===== config.mk =====
export PLATFORM = sky130hd
export DESIGN_NAME = clock_time_core
export DESIGN_NICKNAME = d
export VERILOG_FILES = /design/src/rtl/clock_time_core.sv
export SDC_FILE = /design/constraint.sdc
export NUM_CORES = 1
export LEC_CHECK = 0
export CORE_MARGIN = 5
export CORE_UTILIZATION = 50
export CTS_CLUSTER_DIAMETER = 120
export DETAILED_ROUTE_END_ITERATION = 16
export PLACE_DENSITY = 0.74
export SYNTH_ARGS = -nofsm -noshare
export SYNTH_HDL_FRONTEND = slang
export SYNTH_SLANG_ARGS = --single-unit

===== constraint.sdc =====
create_clock -name clock -period 2.8 [get_ports clock]
set_input_delay 0.56 -clock clock [delete_from_list [all_inputs] [get_ports clock]]
set_output_delay 0.56 -clock clock [all_outputs]
set_load 0.02 [all_outputs]

===== src/rtl/clock_time_core.sv =====
// Time-of-day core: divider-driven h/m/s counters, set-mode FSM, and BCD/12h display decode.
// The display outputs are combinational decodes of registered state.
module clock_time_core #(
  parameter int TICK_DIV   = 65536,
  parameter int START_HOUR = 0
) (
  input  logic       clock,
  input  logic       reset,
  input  logic       key_mode,
  input  logic       key_add,
  input  logic       mode_12h,
  output logic [7:0] hour_bcd,
  output logic [7:0] minute_bcd,
  output logic [7:0] second_bcd,
  output logic       pm,
  output logic [1:0] field_sel,
  output logic       blink,
  output logic       second_tick
);

  localparam int DIV_W = (TICK_DIV > 2) ? $clog2(TICK_DIV) : 1;
  localparam logic [DIV_W-1:0] DIV_MAX  = DIV_W'(TICK_DIV - 1);
  localparam logic [DIV_W-1:0] DIV_HALF = DIV_W'(TICK_DIV / 2);
  localparam logic [DIV_W-1:0] DIV_ONE  = DIV_W'(1);
  localparam logic [DIV_W-1:0] DIV_ZERO = DIV_W'(0);

  // Field-select code is taken directly from the state encoding.
  typedef enum logic [1:0] {
    ST_RUN      = 2'd0,
    ST_SET_HOUR = 2'd1,
    ST_SET_MIN  = 2'd2,
    ST_SET_SEC  = 2'd3
  } state_t;

  state_t           r_state;
  state_t           w_state_nxt;
  logic [4:0]       r_hour;
  logic [5:0]       r_min;
  logic [5:0]       r_sec;
  logic [DIV_W-1:0] r_div;
  logic [4:0]       w_hour_nxt;
  logic [5:0]       w_min_nxt;
  logic [5:0]       w_sec_nxt;
  logic [DIV_W-1:0] w_div_nxt;
  logic [4:0]       w_hour_disp;
  logic             w_tick;

  function automatic logic [5:0] inc_mod60(input logic [5:0] v);
    return (v == 6'd59) ? 6'd0 : v + 6'd1;
  endfunction

  function automatic logic [4:0] inc_mod24(input logic [4:0] v);
    return (v == 5'd23) ? 5'd0 : v + 5'd1;
  endfunction

  function automatic logic [7:0] to_bcd(input logic [5:0] v);
    logic [3:0] tens;
    if (v >= 6'd50)      tens = 4'd5;
    else if (v >= 6'd40) tens = 4'd4;
    else if (v >= 6'd30) tens = 4'd3;
    else if (v >= 6'd20) tens = 4'd2;
    else if (v >= 6'd10) tens = 4'd1;
    else                 tens = 4'd0;
    return {tens, 4'(v - 6'(tens) * 6'd10)};
  endfunction

  assign w_tick = (r_state == ST_RUN) && (r_div == DIV_MAX);

  // Next-state and next-time computation; key_mode has priority over key_add.
  always_comb begin
    w_state_nxt = r_state;
    w_hour_nxt  = r_hour;
    w_min_nxt   = r_min;
    w_sec_nxt   = r_sec;
    w_div_nxt   = (r_div == DIV_MAX) ? DIV_ZERO : r_div + DIV_ONE;
    case (r_state)
      ST_RUN: begin
        if (key_mode) w_state_nxt = ST_SET_HOUR;
        else          w_state_nxt = ST_RUN;
        if (w_tick) begin
          w_sec_nxt = inc_mod60(r_sec);
          if (r_sec == 6'd59) begin
            w_min_nxt = inc_mod60(r_min);
            if (r_min == 6'd59) w_hour_nxt = inc_mod24(r_hour);
            else                w_hour_nxt = r_hour;
          end else begin
            w_min_nxt = r_min;
          end
        end else begin
          w_sec_nxt = r_sec;
        end
      end
      ST_SET_HOUR: begin
        if (key_mode)     w_state_nxt = ST_SET_MIN;
        else if (key_add) w_hour_nxt  = inc_mod24(r_hour);
        else              w_hour_nxt  = r_hour;
      end
      ST_SET_MIN: begin
        if (key_mode)     w_state_nxt = ST_SET_SEC;
        else if (key_add) w_min_nxt   = inc_mod60(r_min);
        else              w_min_nxt   = r_min;
      end
      ST_SET_SEC: begin
        // Restart the divider so the first second after setting is full length.
        if (key_mode) begin
          w_state_nxt = ST_RUN;
          w_div_nxt   = DIV_ZERO;
        end else if (key_add) begin
          w_sec_nxt = inc_mod60(r_sec);
        end else begin
          w_sec_nxt = r_sec;
        end
      end
      default: w_state_nxt = ST_RUN;
    endcase
  end

  // FSM state register.
  always_ff @(posedge clock) begin
    if (reset) r_state <= ST_RUN;
    else       r_state <= w_state_nxt;
  end

  // Time and divider registers.
  always_ff @(posedge clock) begin
    if (reset) begin
      r_hour <= 5'(START_HOUR);
      r_min  <= 6'd0;
      r_sec  <= 6'd0;
      r_div  <= DIV_ZERO;
    end else begin
      r_hour <= w_hour_nxt;
      r_min  <= w_min_nxt;
      r_sec  <= w_sec_nxt;
      r_div  <= w_div_nxt;
    end
  end

  // 12-hour mapping: 0 shows as 12, 13-23 show as 1-11.
  always_comb begin
    w_hour_disp = r_hour;
    if (mode_12h) begin
      if (r_hour == 5'd0)       w_hour_disp = 5'd12;
      else if (r_hour > 5'd12)  w_hour_disp = r_hour - 5'd12;
      else                      w_hour_disp = r_hour;
    end else begin
      w_hour_disp = r_hour;
    end
  end

  assign hour_bcd    = to_bcd({1'b0, w_hour_disp});
  assign minute_bcd  = to_bcd(r_min);
  assign second_bcd  = to_bcd(r_sec);
  assign pm          = mode_12h && (r_hour >= 5'd12);
  assign field_sel   = r_state;
  assign blink       = (r_state != ST_RUN) && (r_div < DIV_HALF);
  assign second_tick = w_tick;

endmodule

# --- After elaboration in Yosys (flattened, before gate mapping) ---
# Cells that the tools add are included.
word_totals:
  regBits: 35
  in_bits: 5
  out_inout_bits: 29
  word_cells: 110
op_classes:
  addsub: 8
  mul: 3
  magnitude_cmp: 18
  eq_ne: 19
  muxes: 44
  reduce_logical: 13
op_table:
  columns: ["op", "count"]
  rows:
  - ["6-bit two-way mux", 9]
  - ["16-bit two-way mux", 3]
  - ["5-bit two-way mux", 9]
  - ["6-bit by 5-bit >= comparator with 1-bit output, second input constant", 4]
  - ["6-bit >= comparator, second input constant", 4]
  - ["6-bit case mux with 2 select lines", 2]
  - ["2-bit inequality test, second input constant", 10]
  - ["2-bit two-way mux", 9]
  - ["3-bit two-way mux", 6]
  - ["16-bit by 1-bit adder with 16-bit output, second input constant", 1]
  - ["16-bit == test, second input constant", 1]
  - ["16-bit < comparator, second input constant", 1]
  - ["6-bit by 1-bit adder with 6-bit output, second input constant", 2]
  - ["6-bit == test, second input constant", 2]
  - ["5-bit by 6-bit >= comparator with 1-bit output, second input constant", 2]
  - ["6-bit by 4-bit >= comparator with 1-bit output, second input constant", 2]
  - ["4-bit subtractor", 3]
  - ["5-bit by 4-bit >= comparator with 1-bit output, second input constant", 2]
  - ["5-bit >= comparator, second input constant", 2]
  - ["5-bit case mux with 2 select lines", 1]
  - ["3-bit by 3-bit multiplier with 3-bit output, second input constant", 3]
  - ["2-bit case mux with 4 select lines", 1]
  - ["2-bit nonzero test", 4]
  - ["6-bit AND reduction", 1]
  - ["other kinds (14)", 21]

# --- Logic depth before layout (Yosys ltp) ---
# Gate-level depths: netlist (run 1).
depth:
  ltp_word: 12
  mapped_depth: 11
  depth_no_buf: 11

# --- Worst setup path after synthesis (run 1) ---
# No wires, ideal clock.
synth_timing:
  kind: "reg-to-output"
  start: "register r_hour[2]"
  end: "output hour_bcd[3]"
  arrival_ns: 2.892
  required_ns: 2.240
  path_slack_ns: -0.652
  path_stages_with_launch: 12
  path_buffers: 0
  cell_sequence: "dfxtp_1 -> inv_1 -> ha_1 -> a21boi_0 -> a21oi_1 -> o31ai_1 -> a211oi_1 -> a21oi_1 -> ha_1 -> inv_1 -> fa_1 -> xnor2_1"
synth_between:
  elab_chain_len: 12
  elab_cells_between_ends: 18
  cone_classes: "2 x add/sub; 1 x mul; 6 x order compare; 8 x mux; 1 x reduce/logical"
synth_lines:
  columns: ["item", "line_no", "source"]
  rows:
  - ["from (decl)", "37", "logic [4:0] r_hour;"]
  - ["from (signal assigned)", "127", "r_hour <= 5'(START_HOUR);"]
  - ["from (signal assigned)", "132", "r_hour <= w_hour_nxt;"]
  - ["5-bit by 4-bit subtractor with 5-bit output / 5-bit by 4-bit greater-than comparator with 1-bit output (equally long branches)", "144", "else if (r_hour > 5'd12) w_hour_disp = r_hour - 5'd12;"]
  - ["5-bit two-way mux", "144", null]
  - ["5-bit two-way mux", "143", "if (r_hour == 5'd0) w_hour_disp = 5'd12;"]
  - ["5-bit two-way mux (*)", "142", "if (mode_12h) begin"]
  - ["5-bit by 4-bit >= comparator with 1-bit output", "62", "else if (v >= 6'd10) tens = 4'd1;"]
  - ["1-bit two-way mux", "62", null]
  - ["2-bit two-way mux", "61", "else if (v >= 6'd20) tens = 4'd2;"]
  - ["2-bit two-way mux", "60", "else if (v >= 6'd30) tens = 4'd3;"]
  - ["3-bit two-way mux", "59", "else if (v >= 6'd40) tens = 4'd4;"]
  - ["3-bit two-way mux (*)", "58", "if (v >= 6'd50) tens = 4'd5;"]
  - ["net hour_bcd[4]", "12", "output logic [7:0] hour_bcd,"]
  - ["3-bit by 3-bit multiplier with 3-bit output (*)", "64", "return {tens, 4'(v - 6'(tens) * 6'd10)};"]
  - ["4-bit subtractor (*)", "64", null]
  - ["to (decl)", "12", null]
# The timed path passes the listed nets; every way through them passes the cells marked *.

# --- Worst setup path in the final report (run 1) ---
layout_timing:
  start: "register r_hour[3]"
  end: "output hour_bcd[3]"
layout_between:
  elab_chain_len: 12
  elab_cells_between_ends: 18
  cone_classes: "2 x add/sub; 1 x mul; 6 x order compare; 8 x mux; 1 x reduce/logical"
layout_lines:
  columns: ["item", "line_no"]
  rows:
  - ["5-bit by 4-bit subtractor with 5-bit output / 5-bit by 4-bit greater-than comparator with 1-bit output (equally long branches)", "144"]
  - ["5-bit two-way mux", "144"]
  - ["5-bit two-way mux", "143"]
  - ["5-bit two-way mux (*)", "142"]
  - ["5-bit by 4-bit >= comparator with 1-bit output", "62"]
  - ["1-bit two-way mux", "62"]
  - ["2-bit two-way mux", "61"]
  - ["2-bit two-way mux", "60"]
  - ["3-bit two-way mux", "59"]
  - ["3-bit two-way mux", "58"]
  - ["3-bit by 3-bit multiplier with 3-bit output", "64"]
  - ["4-bit subtractor (*)", "64"]
# Mark *: on every way between the ends. The rest lies on a longest branch, timed or not.

==> results of run 1 <==
==> routing by layer <==
layer | GRT usage | part of all wire
met2 | 0.3885 | 0.51
met3 | 0.03728 | 0.039
met4 | 0.06645 | 0.020
met5 | 0 | 0
met1 | 0.2682 | 0.43
==> flip-flops by register name (all words and copies together), names as in the netlist <==
register and flops:
r_min 6, r_div 16, field_sel 2, r_sec 6, r_hour 5
==> final timing paths <==
kind / end / slack, ns / cells past startpoint / startpoint
setup / recovery: hour_bcd[3] / -0.41 / 12 / r_hour[3]
hold / removal: r_div[0] / 0.47 / 1 / r_div[0]
setup reg to reg: r_min[5] / 0.36 / 7 / r_div[0]
hold reg to reg: r_div[0] / 0.47 / 1 / r_div[0]
==> synth_stat cells (all sizes together) (2+ instances only) <==
master   instances  area share
xor2             6       0.020
clkbuf          13       0.019
or4              2      0.0058
and3             7       0.017
a21oi           22       0.043
nand2b           4      0.0097
a31oi            3      0.0073
o21a             3      0.0087
a211oi           2      0.0058
o21ai           24       0.046
a21o             2      0.0058
a22o             2      0.0068
nand4            6       0.015
nand3           17       0.035
xnor2           12       0.041
fa               3       0.023
nor2b            7       0.017
a221oi           3       0.010
inv             26       0.038
nor3             9       0.017
ha              19       0.092
and2             3      0.0073
mux2i            3       0.012
o31ai            7       0.020
o211ai           2      0.0058
nor2            35       0.051
clkinv           2      0.0029
buf              7       0.019
o22ai            2      0.0048
or2              2      0.0048
o2bb2ai          2      0.0068
dfxtp           35        0.27
nor4             4      0.0097
nand2           29       0.042
==> report_power, final <==
part / internal, uW / switching, uW
clock: 229 / 201
sequential: 514 / 18.9
combinational: 174 / 230
total: 918 / 450
==> timing repair <==
action / CTS / global route
resized for setup: 83 / 29
buffers inserted: 9 / 6
pin swaps: 15 / 19
hold buffers: 0 / 0
setup endpoints to repair: 12 / 9
==> layout by cell type (no fill, tap or decap), drive strengths merged, types with 3 or more instances in the layout <==
cell type / instances
buf: 78
nor2: 35
dfxtp: 35
nand2: 29
inv: 26
o21ai: 24
a21oi: 22
ha: 19
nand3: 17
clkdlybuf4s50: 15
xnor2: 12
nor3: 9
nor2b: 7
o31ai: 7
and3: 7
clkbuf: 7
nand4: 6
xor2: 6
nor4: 4
conb: 4
dlygate4sd2: 4
nand2b: 4
clkinv: 4
and2: 3
mux2i: 3
a31oi: 3
fa: 3
a221oi: 3
o21a: 3
==> stage by stage <==
step / TNS, ns / utilization / worst slack, ns / cell area [sq um] / instances
3_3_place_gp: -4.460 / 0.6684 / -1.024 / 3392 / 479
6_report: -0.9618 / 0.7537 / -0.4053 / 3825 / 502
2_1_floorplan: -0.2166 / - / -0.1150 / 2710 / 346
3_5_place_dp: -4.932 / 0.6684 / -1.112 / 3392 / 479
5_1_grt: -1.424 / 0.7537 / -0.4845 / 3825 / 502
4_1_cts: -0.9331 / 0.7290 / -0.3587 / 3700 / 496
==> cells by family (layout without fill, tap and decap cells) <==
| logic type | Yosys count | count (layout) | share of synthesized area |
|---|---|---|---|
| fa+ha+maj | 22 | 22 | 0.1151 |
| buf+inv | 48 | 134 | 0.07885 |
| other cells | 1 | 4 | 0.001450 |
| mux | 4 | 4 | 0.01597 |
| simple gates | 131 | 131 | 0.2501 |
| compound gates | 84 | 84 | 0.2066 |
| flops | 35 | 35 | 0.2709 |
| xor+xnor | 18 | 18 | 0.06096 |
==> layout make-up <==
type,count,area [sq um],area share
clock inverter,2,13.76,0.003598
multi-input combinational,263,2004,0.5240
tap,70,87.58,0.02290
clock buffer,6,93.84,0.02453
sequential,35,723.2,0.1891
timing repair buffer,98,797.0,0.2084
inverter,28,105.1,0.02748
==> worst max-delay path: stages, from the launching register on <==
cell	delay, ns
dfxtp_4	0.37
ha_4	0.17
nand2b_4	0.14
a22o_4	0.27
buf_6	0.12
nor3_4	0.15
a211oi_2	0.06
a21oi_2	0.15
ha_2	0.19
inv_2	0.04
fa_2	0.38
xnor2_4	0.17
buf_6	0.14
==> flow_summary.toml, run 1 <==
[finish]
fillers = 395
fin_nets = 458
syn2layout_area_growth_pct = 47.90
antenna_cells = 0
drive_gt1_frac = 0.3681

[die]
num_io_pins = 34
die_y_um = 81.92
dieArea_sq_um = 6711
core-area_sq_um = 5075
num_rows = 26
initial_core_util = 0.5096
fp.dieW_um = 81.92

[power_and_ir_drop]
p_per_area_nw_per_um2 = 357.4
p_leak_uw = 0.001542
p_total_uw = 1367
ir_drop_v = 0.0003533

[detailed_routing]
vias = 2769
vias_per_cell = 5.516
drc = 0
drt-total-wl_um = 7172
drt_iter0_markers = 158
drtAntennaViolNets = 0
dr.pass1.iters = 4
wl_per_cell_um = 14.29

[synth]
ys_types = 56
synth_area_sq_um = 2586
syn_avg_cell_area_sq_um = 7.540
synthFlopType = "dfxtp_1"
synth_seq_area_share = 0.2709
synthArstFlopShare = 0
netlist_instances = 343
ys_ff_latch = 35
yosysWarningCount = 0
synth-edff-count = 0

[clock_tree]
numCtsBuffers = 5
path_clk_slew_ns = 0.08
cts.path.max_buffers = 2
h-tree-depth = 2
clkLatencyLatePin_ns = 0.29
cts_root_buffer = "clkbuf_8"
tritoncts_num_sinks = 35
cts_tree = "built"

[timing]
fin_worst_skew_ns = 0.004564
finalCritPeriodShare = 1.145
worst_slack_ns = -0.4053
hold_viol_final = 0
max_slew_margin = 0.6389
setup_viol = 4
worst_pin_slew_ns = 0.5381
drv_slew = 0
period_needed_ns = 3.205
rsz0062_at_grt = "true"
hold_ws_ns = 0.4662
fmax_mhz = 312.0

[global_routing]
antenna_found_initial = 0
grt_pass1_vias = 2638
grt_pass1_wl_um = 11770
grt.overflow.total = 0
grt_max_degree = 15
track_usage = 0.2189

[min_path]
min_path_type = "flip-flop to flip-flop"

[flow_run]
drv_cap = 0

[critical_path]
worstSetupStartpointType = "flip-flop"
end_kind = "output port"
cp.arrival_ns = 2.65
path_max_fanout = 4
criticalPathCategory = "flip-flop to output port"
crit_required_ns = 2.24

[placed_design]
port_buffers = 29
place_hpwl_um = 4743
gp_congestion = 0.8105

[run_status]
violations = "setup timing"
status = "complete, but fails checks"
Note: power is estimated with default switching activity, not from simulation.
==> run 2, diff against run 1 <==
Settings changed: ABC_CLOCK_PERIOD_IN_PS from default to 2800, SKIP_LAST_GASP from default to 1.
==> run 2 against run 1 <==
  * The run still ends with setup timing left
  * Critical path depth stayed put
  * Utilization about the same
  * Global-route usage fell by 0.069 points
  * Sequential share of layout area hardly changed
  * Fmax shrank 0.30%
  * Clock power about the same
  * Via count fell by 0.54%
  * Flip-flop and latch count stayed put
  * First-iteration DRC count grew 11%
  * Register-to-register slack is essentially flat
  * Critical path type unchanged
==> flow_summary.toml, run 2 (synthesized netlist as in run 1, its figures left out) <==
[run_status]
status = "complete, but fails checks"
violations = "setup timing"

[power_and_ir_drop]
p_per_area_nw_per_um2 = 355.9
p_sw_uw = 448.1
ir_drop_v = 0.0003537
p_leak_uw = 0.001560
combPwrFrac = 0.292
pwr-share-clk = 0.317
p_total_uw = 1362
switching_share = 0.3291
p_seq_frac = 0.392
p_int_uw = 913.5

[placed_design]
port_buffers = 29
gp_congestion = 0.8105
dp_cells = 479
place_hpwl_um = 4743

[detailed_routing]
drc = 0
vias_per_cell = 5.486
dr.pass1.iters = 4
drt_iter0_markers = 175
drtAntennaViolNets = 0
wl_per_cell_um = 14.35
drt-total-wl_um = 7205
vias = 2754

[critical_path]
slowest_stage = "fa_2"
cp.arrival_ns = 2.66
criticalPathCategory = "flip-flop to output port"
crit_required_ns = 2.24
path_depth = 12
end_kind = "output port"
crit_path_start = "r_hour[2]"
reg2reg_from = "r_div[0]"
r2r_slack_ns = 0.36
critPathBufInv = 3
critPathCapture = "hour_bcd[3]"
worstSetupStartpointType = "flip-flop"
max_stage_delay_ns = 0.39
rr_worst_depth = 7
critical_path.cell_chain = "ha_4 > nand2b_4 > a22o_4 > buf_6 > nor3_4 > a211oi_2 > a21oi_2 > ha_2 > inv_2 > fa_2 > xnor2_4 > buf_4"
r2r_end = "r_min[5]"
path_max_fanout = 4
crit_family = "adder cells"

[clock_tree]
cts_root_buffer = "clkbuf_8"
clkLatencyLatePin_ns = 0.29
cts_hold_buf = 0
path_clk_slew_ns = 0.08
cts.path.max_buffers = 2
tritoncts_num_sinks = 35
numCtsBuffers = 5
h-tree-depth = 2
cts_tree = "built"

[timing]
hold_ws_ns = 0.4665
max_slew_margin = 0.6486
hold_viol_final = 0
finalCritPeriodShare = 1.148
fin_worst_skew_ns = 0.005191
worst_pin_slew_ns = 0.5236
setup_viol = 5
tns_ns = -0.9941
fmax_mhz = 311.0
period_needed_ns = 3.215
rsz0062_at_grt = "true"
worst_slack_ns = -0.4151
drv_slew = 0

[global_routing]
grt_pass1_vias = 2638
antenna_found_initial = 0
grt_max_degree = 15
track_usage = 0.2182
grt_pass1_wl_um = 11740
grt.overflow.total = 0

[die]
initial_core_util = 0.5096
num_rows = 26
core-area_sq_um = 5075
die_y_um = 81.92
dieArea_sq_um = 6711
fp.dieW_um = 81.92
num_io_pins = 34

[finish]
final_cell_mix = "68 x buf_4, 32 x nor2_1, 28 x nand2_1"
largestRegisters = "r_div x16, r_min x6, r_sec x6"
max_flop_register = "r_div"
final_common_cell = "buf_4"
drive_gt1_frac = 0.3611
largest_reg_flops = 16
stdcell_count = 502
fin_nets = 458
fillers = 395
antenna_cells = 0
syn2layout_area_growth_pct = 47.94

[flow_run]
drv_cap = 0

[min_path]
min_path_type = "flip-flop to flip-flop"
hp-start = "r_div[0]"
run 2: stage by stage:
| stage | worst slack, ns | area (sq um) | util |
|---|---|---|---|
| 6_report | -0.4151 | 3826 | 0.7539 |
| 5_1_grt | -0.4856 | 3826 | 0.7539 |
| 3_5_place_dp | -1.112 | 3392 | 0.6684 |
| 3_3_place_gp | -1.024 | 3392 | 0.6684 |
| 4_1_cts | -0.3720 | 3699 | 0.7288 |
| 2_1_floorplan | -0.1150 | 2710 | - |
run 2: area by class of cell:
cell class                 instances  area [sq um]  area share
multi-input combinational        263          2002      0.5232
timing repair buffer              98         800.8      0.2093
sequential                        35         723.2      0.1890
inverter                          28         105.1     0.02747
clock buffer                       6         93.84     0.02453
tap                               70         87.58     0.02289
clock inverter                     2         13.76    0.003597
run 2: worst reg2reg max path, delay by kind of cell, from the launching register on:
kind,cells,cell delay (ns)
AO/OA/AOI/OAI,2,0.49
adder cells (fa/ha/maj),1,0.22
buffers and inverters,1,0.18
flip-flops,1,0.38
AND/OR/NAND/NOR,3,1.10
run 2: how the worst min path moves through the flow:
stage / to / depth (start not counted) / slack [ns]
after floorplan: r_div[0] / 1 / 0.43
after global placement: r_div[0] / 1 / 0.45
after detailed placement: r_div[0] / 1 / 0.45
after CTS: r_div[0] / 1 / 0.47
after global routing: r_div[0] / 1 / 0.52
final: r_div[0] / 1 / 0.47
run 2: power by group through the flow:
stage	Sequential [uW]	Combinational [uW]	Clock [uW]
2_1_floorplan	550	219	0
3_3_place_gp	541	348	0
3_5_place_dp	542	361	0
4_1_cts	533	379	435
5_1_grt	536	431	464
6_report	533	397	431
run 2: layer usage:
| metal | GRT usage | share of wire | vias up |
|---|---|---|---|
| met5 | 0 | 0 | - |
| met4 | 0.06645 | 0.019 | 0 |
| met3 | 0.03728 | 0.031 | 15 |
| met2 | 0.3885 | 0.52 | 54 |
| met1 | 0.2662 | 0.43 | 1317 |
| li1 | - | - | 1368 |
run 2: repair_timing:
item / in CTS / in global routing
setup buffers: 9 / 6
pin swaps: 15 / 19
endpoints found under the setup margin: 12 / 10
resized for setup: 81 / 27
==> run 3, diff against run 2 <==
Settings changed: ABC_CLOCK_PERIOD_IN_PS 2800 to 2700.
Clock period 2.8 ns to 2.7 ns, I/O delays scaled along.
==> run 3 against run 2 <==
  * The run still ends with setup timing left
  * Combinational power is 4% higher
  * Critical path depth decreased by 1
  * Sequential power is 3% higher
  * Via count shrank 1.1%
  * Power increased by 10%
  * Utilization is 1.1 points higher
  * Global-route usage fell by 0.22 points
  * Die area unchanged
  * Clock-buffer cell count unchanged
  * Register-to-register slack worse by 0.13 ns
  * Sequential share of layout area down 0.28 points
  * Worst setup slack improved by 0.026 ns
  * Critical path type unchanged
  * Critical endpoint unchanged
  * Highest routed layer unchanged
==> flow_summary.toml, run 3 (synthesized netlist as in run 1, its figures left out) <==
[global_routing]
track_usage = 0.2160
grt.overflow.total = 0
grt_pass1_vias = 2622
grt_max_degree = 15
grt_pass1_wl_um = 11670
antenna_found_initial = 0

[detailed_routing]
wl_met3_um = 273
drt-total-wl_um = 7067
topRoutingLayerUsed = "met4"
vias_per_cell = 5.416
drtAntennaViolNets = 0
wl_per_cell_um = 14.05
wl_met1_um = 3105
drc = 0
vias = 2724
dr.pass1.iters = 4
drt_iter0_markers = 104
wl_met2_um = 3582

[die]
num_rows = 26
fp.dieW_um = 81.92
core-area_sq_um = 5075
dieArea_sq_um = 6711
num_io_pins = 34
die_y_um = 81.92
initial_core_util = 0.5096

[finish]
syn2layout_area_growth_pct = 50.17
drive_gt1_frac = 0.3695
largest_reg_flops = 16
max_flop_register = "r_div"
final_common_cell = "buf_4"
fin_nets = 459
final_util = 0.7653
final_cell_mix = "68 x buf_4, 33 x nor2_1, 28 x nand2_1"
largestRegisters = "r_div x16, r_min x6, r_sec x6"
antenna_cells = 0

[clock_tree]
numCtsBuffers = 5
tritoncts_num_sinks = 35
h-tree-depth = 2
path_clk_slew_ns = 0.08
clkLatencyLatePin_ns = 0.29
cts_root_buffer = "clkbuf_8"
cts.path.max_buffers = 2
cts_hold_buf = 0
cts_tree = "built"

[critical_path]
critPathCapture = "hour_bcd[3]"
slowest_stage = "dfxtp_4"
reg2reg_from = "r_div[0]"
max_stage_delay_ns = 0.37
end_kind = "output port"
rr_worst_depth = 7
critical_path.cell_chain = "ha_4 > nor4bb_4 > a22o_4 > o21ai_4 > buf_4 > a21oi_4 > ha_4 > inv_2 > fa_2 > xnor2_4 > buf_6"
crit_path_start = "r_hour[2]"
criticalPathCategory = "flip-flop to output port"
crit_required_ns = 2.16
r2r_end = "r_min[5]"
r2r_slack_ns = 0.23
path_max_fanout = 5
cp.arrival_ns = 2.55
worstSetupStartpointType = "flip-flop"
cp_common_cell = "ha_4"

[flow_run]
drv_cap = 0

[timing]
fin_worst_skew_ns = 0.008389
period_needed_ns = 3.089
fmax_mhz = 323.7
drv_slew = 0
hold_viol_final = 0
worst_slack_ns = -0.3895
finalCritPeriodShare = 1.144
setup_viol = 8
rsz0062_at_grt = "true"

[power_and_ir_drop]
p_sw_uw = 456.8
p_leak_uw = 0.001572
combPwrFrac = 0.274
p_seq_frac = 0.368
switching_share = 0.3049
p_int_uw = 1042
p_per_area_nw_per_um2 = 385.8
pwr-share-clk = 0.358
ir_drop_v = 0.0003114

[placed_design]
place_hpwl_um = 4771
dp_slack_ns = -1.139
gp_congestion = 0.8577
port_buffers = 29

[run_status]
status = "complete, but fails checks"
violations = "setup timing"

[min_path]
min_path_type = "flip-flop to flip-flop"
min_path_cells = 1
## run 3: cell types whose count changed in the layout (fill, tap and decap cells not counted), moves of 2 or more
cell	previous run	this run
buf_6	6	9
inv_4	0	2
clkbuf_2	0	2
o21ai_1	3	1
dlygate4sd2_1	4	2
a21oi_2	6	3
a21oi_4	0	2
## run 3: layer usage
layer	vias to the layer above	track usage
li1	1372	-
met1	1275	0.2730
met2	65	0.3796
met3	12	0.03618
met4	0	0.05316
met5	-	0
## run 3: final cells by class
class / instances / area, sq um
inverter: 28 / 110.1
sequential: 35 / 723.2
multi-input combinational: 263 / 2019
timing repair buffer: 99 / 812.0
fill: 389 / 1191
clock inverter: 2 / 37.54
clock buffer: 6 / 93.84
tap: 70 / 87.58
## run 3: metrics by stage
step / power [uW] / hold WS (ns) / cell area, sq um / instances / setup TNS (ns)
6_report: 1498 / 0.4699 / 3884 / 503 / -1.266
5_1_grt: 1579 / 0.4951 / 3884 / 503 / -2.000
4_1_cts: 1488 / 0.4749 / 3724 / 494 / -1.200
3_5_place_dp: 933.1 / 0.4560 / 3451 / 480 / -5.394
3_3_place_gp: 924.2 / 0.4454 / 3451 / 480 / -5.070
2_1_floorplan: 800.3 / 0.4295 / 2780 / 346 / -0.3502
## run 3: worst min path at each step
stage | startpoint | endpoint | slack (ns)
after floorplan | r_div[0] | r_div[0] | 0.43
after global placement | r_div[0] | r_div[0] | 0.45
after detailed placement | r_div[0] | r_div[0] | 0.46
after CTS | r_div[0] | r_div[0] | 0.47
after global routing | r_div[0] | r_div[0] | 0.50
final | r_div[0] | r_div[0] | 0.47
## run 3: power groups by stage
stage | clock network, uW | registers [uW] | logic (uW)
final | 536 | 551 | 411
after global routing | 574 | 555 | 451
after CTS | 548 | 551 | 389
after detailed placement | 0 | 562 | 371
after global placement | 0 | 561 | 363
after floorplan | 0 | 571 | 229
## run 3: worst max-delay path, delay by kind of cell, from the launching register on
| family | cells | cell delay [ns] |
|---|---|---|
| XOR/XNOR | 1 | 0.14 |
| flip-flops | 1 | 0.37 |
| buffers and inverters | 3 | 0.31 |
| adder cells (fa/ha/maj) | 3 | 0.71 |
| AND/OR/NAND/NOR | 1 | 0.28 |
| AO/OA/AOI/OAI | 3 | 0.44 |
## run 3: timing repair
action / 4_1_cts / 5_1_grt
setup buffers: 6 / 9
endpoints found under the setup margin: 13 / 14
gates resized for setup: 74 / 40
pin swaps: 10 / 9
